==> config.mk <==
export PLATFORM = sky130hd
export DESIGN_NAME = div_issue_ctrl
export DESIGN_NICKNAME = d
export VERILOG_FILES = /design/src/rtl/div_issue_ctrl.sv
export SDC_FILE = /design/constraint.sdc
export NUM_CORES = 1
export LEC_CHECK = 0
export CAP_MARGIN = 20
export CORE_AREA = 4 4 128 130
export CTS_BUF_LIST = sky130_fd_sc_hd__clkbuf_8
export CTS_CLUSTER_DIAMETER = 80
export DETAILED_ROUTE_END_ITERATION = 8
export DIE_AREA = 0 0 132 134
export DONT_BUFFER_PORTS = 1
export PLACE_DENSITY = 0.5
export SYNTH_ARGS = -nofsm -noshare
export SYNTH_HDL_FRONTEND = slang
export SYNTH_SLANG_ARGS = --single-unit
==> constraint.sdc <==
create_clock -name clk -period 2.3 [get_ports clk]
set_input_delay 0.46 -clock clk [delete_from_list [all_inputs] [get_ports clk]]
set_output_delay 0.46 -clock clk [all_outputs]
set_load 0.02 [all_outputs]
==> src/rtl/div_issue_ctrl.sv <==
// div_issue_ctrl: issues DIV/DIVU operands to the signed/unsigned divider IPs
// over AXI-stream, captures the 64-bit result for the EXE stage, and drains
// divides that were flushed while in flight.
module div_issue_ctrl (
    input  logic        clk,
    input  logic        reset,
    input  logic        op_valid,
    input  logic        op_signed,
    input  logic [31:0] op_dividend,
    input  logic [31:0] op_divisor,
    input  logic        flush,
    input  logic        stage_advance,
    output logic        done,
    output logic        busy,
    output logic [31:0] quotient,
    output logic [31:0] remainder,
    output logic [31:0] div_dividend_tdata,
    output logic [31:0] div_divisor_tdata,
    output logic        s_dividend_tvalid,
    output logic        s_divisor_tvalid,
    input  logic        s_dividend_tready,
    input  logic        s_divisor_tready,
    input  logic        s_dout_tvalid,
    input  logic [63:0] s_dout_tdata,
    output logic        u_dividend_tvalid,
    output logic        u_divisor_tvalid,
    input  logic        u_dividend_tready,
    input  logic        u_divisor_tready,
    input  logic        u_dout_tvalid,
    input  logic [63:0] u_dout_tdata
);

    localparam int unsigned DW = 32;
    localparam int unsigned RW = 64;

    typedef enum logic [1:0] {
        IDLE = 2'd0,
        SEND = 2'd1,
        WAIT = 2'd2,
        DONE = 2'd3
    } state_t;

    state_t        state, state_nxt;
    logic          sel, sel_nxt;
    logic          killed, killed_nxt;
    logic          pend_dd, pend_dd_nxt;
    logic          pend_dv, pend_dv_nxt;
    logic [DW-1:0] dd_q, dd_nxt;
    logic [DW-1:0] dv_q, dv_nxt;
    logic [RW-1:0] res_q, res_nxt;

    // Handshake and result inputs of whichever IP the current divide uses
    logic          dd_ready_c;
    logic          dv_ready_c;
    logic          dout_valid_c;
    logic [RW-1:0] dout_data_c;

    assign dd_ready_c   = sel ? s_dividend_tready : u_dividend_tready;
    assign dv_ready_c   = sel ? s_divisor_tready  : u_divisor_tready;
    assign dout_valid_c = sel ? s_dout_tvalid     : u_dout_tvalid;
    assign dout_data_c  = sel ? s_dout_tdata      : u_dout_tdata;

    // Operands and result come straight from their holding registers
    assign div_dividend_tdata = dd_q;
    assign div_divisor_tdata  = dv_q;
    assign quotient           = res_q[RW-1:DW];
    assign remainder          = res_q[DW-1:0];

    // Next-state and datapath decisions
    always_comb begin
        state_nxt   = state;
        sel_nxt     = sel;
        killed_nxt  = killed;
        pend_dd_nxt = pend_dd;
        pend_dv_nxt = pend_dv;
        dd_nxt      = dd_q;
        dv_nxt      = dv_q;
        res_nxt     = res_q;

        unique case (state)
            IDLE: begin
                if (op_valid && !flush) begin
                    dd_nxt      = op_dividend;
                    dv_nxt      = op_divisor;
                    sel_nxt     = op_signed;
                    pend_dd_nxt = 1'b1;
                    pend_dv_nxt = 1'b1;
                    killed_nxt  = 1'b0;
                    state_nxt   = SEND;
                end
            end
            SEND: begin
                // Valids are never withdrawn: a flush only marks the divide dead
                if (flush) begin
                    killed_nxt = 1'b1;
                end
                if (pend_dd && dd_ready_c) begin
                    pend_dd_nxt = 1'b0;
                end
                if (pend_dv && dv_ready_c) begin
                    pend_dv_nxt = 1'b0;
                end
                if (!pend_dd_nxt && !pend_dv_nxt) begin
                    state_nxt = WAIT;
                end
            end
            WAIT: begin
                if (flush) begin
                    killed_nxt = 1'b1;
                end
                if (dout_valid_c) begin
                    // A flush arriving with the result still kills it
                    if (killed || flush) begin
                        killed_nxt = 1'b0;
                        state_nxt  = IDLE;
                    end else begin
                        res_nxt   = dout_data_c;
                        state_nxt = DONE;
                    end
                end
            end
            DONE: begin
                if (flush || stage_advance) begin
                    state_nxt = IDLE;
                end
            end
            default: begin
                state_nxt = IDLE;
            end
        endcase
    end

    // State, internal registers and registered outputs
    always_ff @(posedge clk) begin
        if (reset) begin
            state             <= IDLE;
            sel               <= 1'b0;
            killed            <= 1'b0;
            pend_dd           <= 1'b0;
            pend_dv           <= 1'b0;
            dd_q              <= '0;
            dv_q              <= '0;
            res_q             <= '0;
            done              <= 1'b0;
            busy              <= 1'b0;
            s_dividend_tvalid <= 1'b0;
            s_divisor_tvalid  <= 1'b0;
            u_dividend_tvalid <= 1'b0;
            u_divisor_tvalid  <= 1'b0;
        end else begin
            state             <= state_nxt;
            sel               <= sel_nxt;
            killed            <= killed_nxt;
            pend_dd           <= pend_dd_nxt;
            pend_dv           <= pend_dv_nxt;
            dd_q              <= dd_nxt;
            dv_q              <= dv_nxt;
            res_q             <= res_nxt;
            done              <= (state_nxt == DONE);
            busy              <= (state_nxt != IDLE);
            s_dividend_tvalid <= sel_nxt  & pend_dd_nxt;
            s_divisor_tvalid  <= sel_nxt  & pend_dv_nxt;
            u_dividend_tvalid <= !sel_nxt & pend_dd_nxt;
            u_divisor_tvalid  <= !sel_nxt & pend_dv_nxt;
        end
    end

endmodule

# --- Word-level counts from Yosys, hierarchy flattened ---
# Cells that the tools add are included.
word_totals:
  wordCells: 65
  reg_bits: 140
  in_bits: 204
classes:
  reduce_logical: 16
  n_eq_ne: 5
  mux: 25
  bitwise_logic: 5
op_table:
  columns: ["operator", "n"]
  rows:
  - ["$mux 64", 1]
  - ["$mux 1", 15]
  - ["$mux 2", 5]
  - ["$pmux 2 s4", 1]
  - ["$eq 2x2->1 const B", 3]
  - ["$and 1x1->1", 4]
  - ["$logic_and 1x1->1", 4]
  - ["$logic_not 1->1", 4]
  - ["$pmux 1 s2", 2]
  - ["$reduce_and 2->1", 2]
  - ["$pmux 1 s3", 1]
  - ["$reduce_and 3->1", 1]
  - ["$reduce_bool 3->1", 1]
  - ["$eq 2x1->1 const B", 1]
  - ["$logic_not 2->1", 1]
  - ["$logic_or 1x1->1", 2]
  - ["$ne 2x2->1 const B", 1]
  - ["$reduce_bool 2->1", 1]
  - ["$not 1->1", 1]

# --- Longest topological paths before layout ---
# Gate-level depths: netlist of run 1.
logic_depth:
  depth_word: 9
  mapped_depth: 9
  ltp_nobuf: 6

# --- Worst setup path after synthesis of run 1 ---
# OpenSTA, ideal clock, no wires.
synth_path:
  path_kind: "reg-to-reg"
  start: "register state[1]"
  end: "register busy"
  t_required_ns: 2.163
  path_slack_ns: 0.485
  arrival_ns: 1.678
  stages_incl_launch_ff: 7
  setup_ns: 0.137
  cell_sequence: "dfxtp_1 inv_1 ha_1 clkbuf_1 or2_2 a2111oi_2 o221ai_1"
synth_between:
  elab_chain_cells: 3
synth_rtl:
  columns: ["element", "line", "rtl"]
  rows:
  - ["start, declared", "43", "state_t state, state_nxt;"]
  - ["start signal, assigned", "151", "state <= state_nxt;"]
  - ["$eq 2x2->1, or another cell as far along", "80", "unique case (state)"]
  - ["$pmux 2 s4 (*)", "80", null]
  - ["$reduce_bool 2->1 (*)", "160", "busy <= (state_nxt != IDLE);"]
  - ["end signal, assigned", "160", null]
  - ["end, declared", "14", "output logic busy,"]
# Mark *: on every way between the ends. The rest lies on a longest branch, timed or not.
# A chain may end at the register's enable or synchronous reset.

# --- Worst setup path in the final report of run 1 ---
# Ends and elaborated chain as after synthesis.

==> results of run 1 <==
layout make-up:
| type | count | area (sq um) |
|---|---|---|
| flip-flops and latches | 140 | 2810 |
| well taps | 188 | 235 |
| repair buffers | 5 | 100 |
| fillers | 1540 | 8980 |
| clock buffers | 19 | 262 |
| clock inverters | 12 | 194 |
| inverters | 3 | 11.3 |
| multi-input cells | 436 | 2560 |
routing by layer:
| metal | up-vias | part of all wire, % | track usage, % |
|---|---|---|---|
| met3 | 15 | 11 | 7.99 |
| met5 | - | 0 | 0 |
| met1 | 1905 | 36 | 16.8 |
| met2 | 218 | 51 | 27.9 |
| li1 | 2130 | - | - |
| met4 | 0 | 1.6 | 6.13 |
where the power goes:
part | switching [mW] | internal, mW | total (mW) | leakage (nW)
combinational | 0.178 | 0.138 | 0.315 | 0.627
sequential | 0.144 | 2.50 | 2.64 | 1.14
clock | 0.921 | 1.34 | 2.26 | 0.233
synthesized netlist by cell type (2+ instances only):
| master | number |
|---|---|
| nor2b_1 | 3 |
| mux2i_1 | 67 |
| ha_1 | 5 |
| a21oi_1 | 71 |
| nand2b_1 | 3 |
| nand3_1 | 3 |
| and3b_1 | 2 |
| buf_4 | 8 |
| nand2_1 | 130 |
| clkbuf_1 | 25 |
| and2_1 | 2 |
| dfxtp_1 | 140 |
| nor2_1 | 68 |
| a211oi_1 | 66 |
| inv_1 | 3 |
| buf_2 | 20 |
flip-flops by register name (all words and copies together), names as in the netlist, 2 cells and up:
register,cells
div_dividend_tdata,32
div_divisor_tdata,32
res_q,64
state,2
cells by family (layout without fill, tap and decap cells):
kind of cell | Yosys count | after routing
AND/OR/NAND/NOR | 217 | 217
AO/OA/AOI/OAI | 146 | 146
flip-flops | 140 | 140
multiplexers | 68 | 68
buffers and inverters | 56 | 39
adder cells (fa/ha/maj) | 5 | 5
worst min path at each step:
stage | start | endpoint | slack, ns | cells past startpoint
detailed placement | pend_dv$_SDFF_PP0_ | pend_dv$_SDFF_PP0_ | 0.53 | 2
CTS | reset | div_dividend_tdata[13]$_SDFFE_PP0P_ | 0.05 | 1
global route | reset | div_dividend_tdata[10]$_SDFFE_PP0P_ | 0.05 | 1
floorplan | pend_dd$_SDFF_PP0_ | pend_dd$_SDFF_PP0_ | 0.50 | 2
finish | reset | div_dividend_tdata[8]$_SDFFE_PP0P_ | 0.09 | 1
global placement | pend_dd$_SDFF_PP0_ | pend_dd$_SDFF_PP0_ | 0.53 | 2
through the flow:
step | power, mW | hold slack, ns
final | 5.22 | 0.0898
after global routing | 5.46 | 0.0497
after CTS | 5.30 | 0.0520
after detailed placement | 3.02 | 0.532
after global placement | 3.01 | 0.529
after floorplan | 2.97 | 0.504
==> impl_results.md, run 1 <==
* DP Worst Slack at 0.343 ns
* Post-CTS sizing at 0
* Setup Viol. Count Final at 0
* Post-DR wirelength/cell at 18.6 microns
* Seq/Total Area, Yosys at 49.9%
* CP delay by family, top: compound AO/OA/AOI/OAI gates
* Setup Buffers After CTS at 0
* Worst EP required at 2.60 ns
* Die W at 132 microns
* H-Tree Depth at 4
* Top post-synthesis cells by area: dfxtp_1, mux2i_1, a211oi_1
* Die Y at 134 microns
* I/O Pins at 338
* Initial core utilization at 37.1%
* Max stage delay cell, worst path: dfxtp_1
* Seq cells post-synth at 140
* Post-DP Area at 0.00571 sq mm
* Critical path buffers and inverters at 1
* Non-Filler Instances at 803
* RSZ-0062 raised after global routing: no
* Skew final at 0.0106 ns
* Largest net degree at the start of global routing at 138
* RR Startpoint: state[1]$_SDFF_PP0_
* Synth Flop Type: dfxtp_1
* Pre-Repair DR Iteration Count at 4
* Post-Synth XOR/XNOR Area at 0%
* Hold Crit Class: in2reg
* Fin worst setup slack at 0.323 ns
* CTS tree: yes
* Adder-cell share of the synthesized area at 1.11%
* Peak supply drop at 0.000328 V
* Overall routing resource usage at 16.1%
* Post-synth top area cell: dfxtp_1
* Commonest cells after routing, fill and taps aside: dfxtp_1, nand2_1, a21oi_1
* Die ar. at 0.0177 sq mm
* First-pass GRT wire length at 22,600 microns
* Vias in the first global route at 4,119
* Fin. Hold Viols at 0
* Iter 0 DRT Violations at 162
* Final Util at 40.7%
* Endpoint class of the critical path: flop
* Antenna diodes at 0
* Maximum clock rate at 506 MHz
* Outcome: finished clean
* Reg2reg end: busy$_SDFF_PP0_
* CTS root buf: clkbuf_8
* I/O Buffers at 0
* DR vias at 4,268
* DP HPWL at 10,900 microns
* Row count at 45
* Final wirelength at 15,000 microns
* Total gr overflow at 0
* Slew HR at 66.9%
* Max-slew violations at 0
* Layout cells sized above 1 at 6.67%
* Measured slew at the worst slew-check pin at 0.492 ns
* Syn_nets at 841
* Cell variety after synth at 32
* Post-synthesis mux area share at 12.2%
* Placed Cells at 772
* Critical path depth at 5
* Critical-path maximum fanout at 9
* Most common cell after layout, fill and taps aside: dfxtp_1
* Power Density at 846 mW/mm^2
* Setup TNS at 0 ns
* Largest family of logic cells by synthesized area: compound AO/OA/AOI/OAI gates
* Final GP Congestion at 0.742
* CP max stage delay at 0.48 ns
* Leak Pwr at 2.00 nW
* Top cell type's share of synthesized area at 49.9%
* Clk Latency, worst-skew pair at 0.43 ns
* Critical Path End: busy$_SDFF_PP0_
* Area grow syn2layout at 9.75%
* NumNets Final at 812
* Reg2reg setup slack at 0.32 ns
* DRT antenna net count at 0
* Tmin final at 1.98 ns
* Compound-Gate Fraction of Synth Area at 16.6%
* Reg clk slew, reported paths at 0.08 ns
* WS Path Type: reg2reg
* Initial antenna violation count at 0
* Final worst-path cycle share at 86.0%
* Finished Cell Area at 0.00617 sq mm
* Critical path cell sequence: inv_1, ha_1, or2_2, a2111oi_2, o221ai_1
* Asr flop ratio synth at 0%
* Reg2reg path depth at 5
* DRC at 0
* Hold buffers post-CTS at 0
* Via-per-instance ratio at 5.32
* Synth Area per Inst at 8.89 sq um
* Number of flops mapped to enable cells by yosys at 0
* Max-cap violations at 0
* WP data arrival at 2.28 ns
* Synth warnings at 0
* Fraction of the mapped netlist area in simple logic gates at 15.5%
* Post-Syn Area at 0.00562 sq mm
* Post-Syn Instances at 632
* Crit path launch: state[1]$_SDFF_PP0_
* Critical Path Source Type: flop
* Clock sink total at 140
* Core Box Area at 0.0151 sq mm
* Max Root-Sink Buffers at 2
* Num CTS Buffers at 17
Power figures use the tool's default switching activity.
==> inputs of run 2 (changes only) <==
CELL_PAD_IN_SITES_DETAIL_PLACEMENT = 0   (was not set)
CELL_PAD_IN_SITES_GLOBAL_PLACEMENT = 1   (was not set)
CORE_AREA = 4 4 130 132   (was 4 4 128 130)
DIE_AREA = 0 0 134 136   (was 0 0 132 134)
PLACE_DENSITY = 0.65   (was 0.5)
==> run 2 against run 1 <==
Against the previous run: critical path depth is the same; non-clock buffer count grew 5; via count grew 1.8%; sequential power is essentially flat; register-to-register slack lost 0.04 ns; sequential cell count is the same; routed wire length grew 2.5%; worst hold slack lost 0.0029 ns; highest routed layer unchanged.
==> impl_results.md, run 2 (same netlist as run 1, synthesis figures left out) <==
* Outcome: finished clean
* Endpoint class of the critical path: flop
* RSZ-0062 raised after global routing: no
* Post-DR wirelength/cell at 18.3 microns (-1.7%)
* Die Y at 136 microns (+1.5%)
* Die W at 134 microns (+1.5%)
* Reg2reg path depth at 5 (unchanged)
* Hold buffers post-CTS at 0 (unchanged)
* Setup Buffers After CTS at 0 (unchanged)
* Pre-Repair DR Iteration Count at 5 (+1)
* Reg clk slew, reported paths at 0.08 ns (about the same)
* Final wirelength at 15,300 microns (+2.5%)
* I/O Buffers at 0 (unchanged)
* Vias in the first global route at 4,183 (+1.6%)
* CP max stage delay at 0.51 ns (+0.03 ns)
* WP data arrival at 2.36 ns (+0.08 ns)
* Leak Pwr at 1.99 nW (-0.42%)
* Critical Path End: done$_SDFF_PP0_
* Setup Viol. Count Final at 0 (unchanged)
* Peak supply drop at 0.000291 V (-12%)
* WS Path Type: reg2reg
* Finished Cell Area at 0.00618 sq mm (+0.14%)
* DRC at 0 (unchanged)
* Reg2reg end: done$_SDFF_PP0_
* H-Tree Depth at 4 (unchanged)
* I/O Pins at 338 (unchanged)
* Multi-input logic area at 0.00256 sq mm (unchanged)
* Hold Crit Class: in2reg
* Num CTS Buffers at 17 (unchanged)
* DP HPWL at 11,300 microns (+3.9%)
* DR vias at 4,345 (+1.8%)
* Reg with most FFs: res_q
* FF/Latch Area at 0.00281 sq mm (unchanged)
* Power Density at 815 mW/mm^2 (-3.7%)
* CP delay by family, top: simple AND/OR/NAND/NOR gates
* Antenna diodes at 0 (unchanged)
* Row count at 46 (+2.2%)
* Initial core utilization at 35.8% (-1.3 points)
* Reg2reg setup slack at 0.28 ns (-0.04 ns)
* Post-CTS sizing at 0 (unchanged)
* Non-Filler Instances at 837 (+4.2%)
* Total gr overflow at 0 (unchanged)
* NumNets Final at 817 (+0.62%)
* Clock sink total at 140 (unchanged)
* DRT antenna net count at 0 (unchanged)
* Placed Cells at 805 (+4.3%)
* Worst EP required at 2.64 ns (+0.04 ns)
* Setup TNS at 0 ns (unchanged)
* Critical path depth at 5 (unchanged)
* RR Startpoint: state[1]$_SDFF_PP0_
* Largest net degree at the start of global routing at 138 (unchanged)
* Final Util at 39.3% (-1.4 points)
* Max stage delay cell, worst path: nor4_1
* Layout fillers at 1,627 (+5.6%)
* Critical path buffers and inverters at 1 (unchanged)
* Via-per-instance ratio at 5.19 (-2.3%)
* Measured slew at the worst slew-check pin at 1.01 ns (+0.516 ns)
* Fin. Hold Viols at 0 (unchanged)
* Critical-path maximum fanout at 9 (unchanged)
* Post-DP Area at 0.00576 sq mm (+0.83%)
* Initial antenna violation count at 0 (unchanged)
* Critical path cell sequence: inv_1, ha_1, nor4_1, o21bai_1, a211oi_1
* Final GP Congestion at 0.787 (+6.1%)
* CTS tree: yes
* Die ar. at 0.0182 sq mm (+3.0%)
* Max Root-Sink Buffers at 2 (unchanged)
* Area grow syn2layout at 9.91%
* Max-slew violations at 0 (unchanged)
* Max FFs per register at 64 (unchanged)
* Crit path launch: state[1]$_SDFF_PP0_
* Core Box Area at 0.0157 sq mm (+3.7%)
* Most common cell after layout, fill and taps aside: dfxtp_1
* First-pass GRT wire length at 22,800 microns (+1.0%)
* Commonest cells after routing, fill and taps aside: dfxtp_1, nand2_1, a21oi_1
* Maximum clock rate at 496 MHz (-2.0%)
* CTS root buf: clkbuf_8
* Clk Latency, worst-skew pair at 0.43 ns (about the same)
* Layout cells sized above 1 at 7.41% (+0.74 points)
* Slew HR at 32.8% (-34 points)
* Final worst-path cycle share at 87.7% (+1.7 points)
* Tmin final at 2.02 ns (+0.0401 ns)
* Overall routing resource usage at 16.0% (-0.095 points)
* Max-cap violations at 0 (unchanged)
* Critical Path Source Type: flop
* Skew final at 0.0107 ns (+0.000165 ns)
* Iter 0 DRT Violations at 169 (+4.3%)
==> run 2: cell count changes in the layout (fill, tap and decap cells not counted), sizes merged <==
cell / delta
clkbuf: -1
buf: +5
bufinv: -2
clkinvlp: +2
inv: +2
==> run 2: through the flow <==
step,power (mW),hold slack (ns),setup slack (ns)
2_1_floorplan,2.97,0.504,0.485
5_1_grt,5.27,0.0409,0.0989
3_3_place_gp,3.01,0.533,0.364
6_report,5.03,0.0869,0.283
3_5_place_dp,3.02,0.541,0.307
4_1_cts,5.13,0.0392,0.291
==> run 2: worst min path at each step <==
stage | from | endpoint | slack, ns | depth (start not counted)
floorplan | pend_dd$_SDFF_PP0_ | pend_dd$_SDFF_PP0_ | 0.50 | 2
global placement | pend_dv$_SDFF_PP0_ | pend_dv$_SDFF_PP0_ | 0.53 | 2
detailed placement | reset | div_dividend_tdata[31]$_SDFFE_PP0P_ | 0.54 | 1
CTS | reset | div_dividend_tdata[31]$_SDFFE_PP0P_ | 0.04 | 1
global route | reset | div_dividend_tdata[1]$_SDFFE_PP0P_ | 0.04 | 1
finish | reset | div_dividend_tdata[31]$_SDFFE_PP0P_ | 0.09 | 1
==> run 2: layout make-up <==
| type | instances | share of cell area, % |
|---|---|---|
| inverters | 3 | 0.182 |
| clock buffers | 18 | 4.01 |
| flip-flops and latches | 140 | 45.4 |
| clock inverters | 14 | 2.74 |
| repair buffers | 10 | 1.82 |
| well taps | 216 | 4.38 |
| multi-input cells | 436 | 41.4 |
==> run 2: worst register-to-register path, cell delays in order, from the launching register on <==
cell,delay [ns]
dfxtp_1,0.49
inv_1,0.14
ha_1,0.30
nor4_1,0.51
o21bai_1,0.21
a211oi_1,0.26
==> run 2: metal layers <==
metal | track usage [%] | routed length (microns) | vias to the layer above
li1 | - | - | 2140
met4 | 6.29 | 267 | 0
met1 | 16.9 | 5550 | 1956
met3 | 8.22 | 1870 | 21
met2 | 27.1 | 7650 | 228
met5 | 0 | 0 | -
==> run 2: power by group <==
part	internal (mW)	total, mW	switching [mW]
logic	0.137	0.311	0.174
clock network	1.10	2.08	0.973
registers	2.50	2.64	0.145
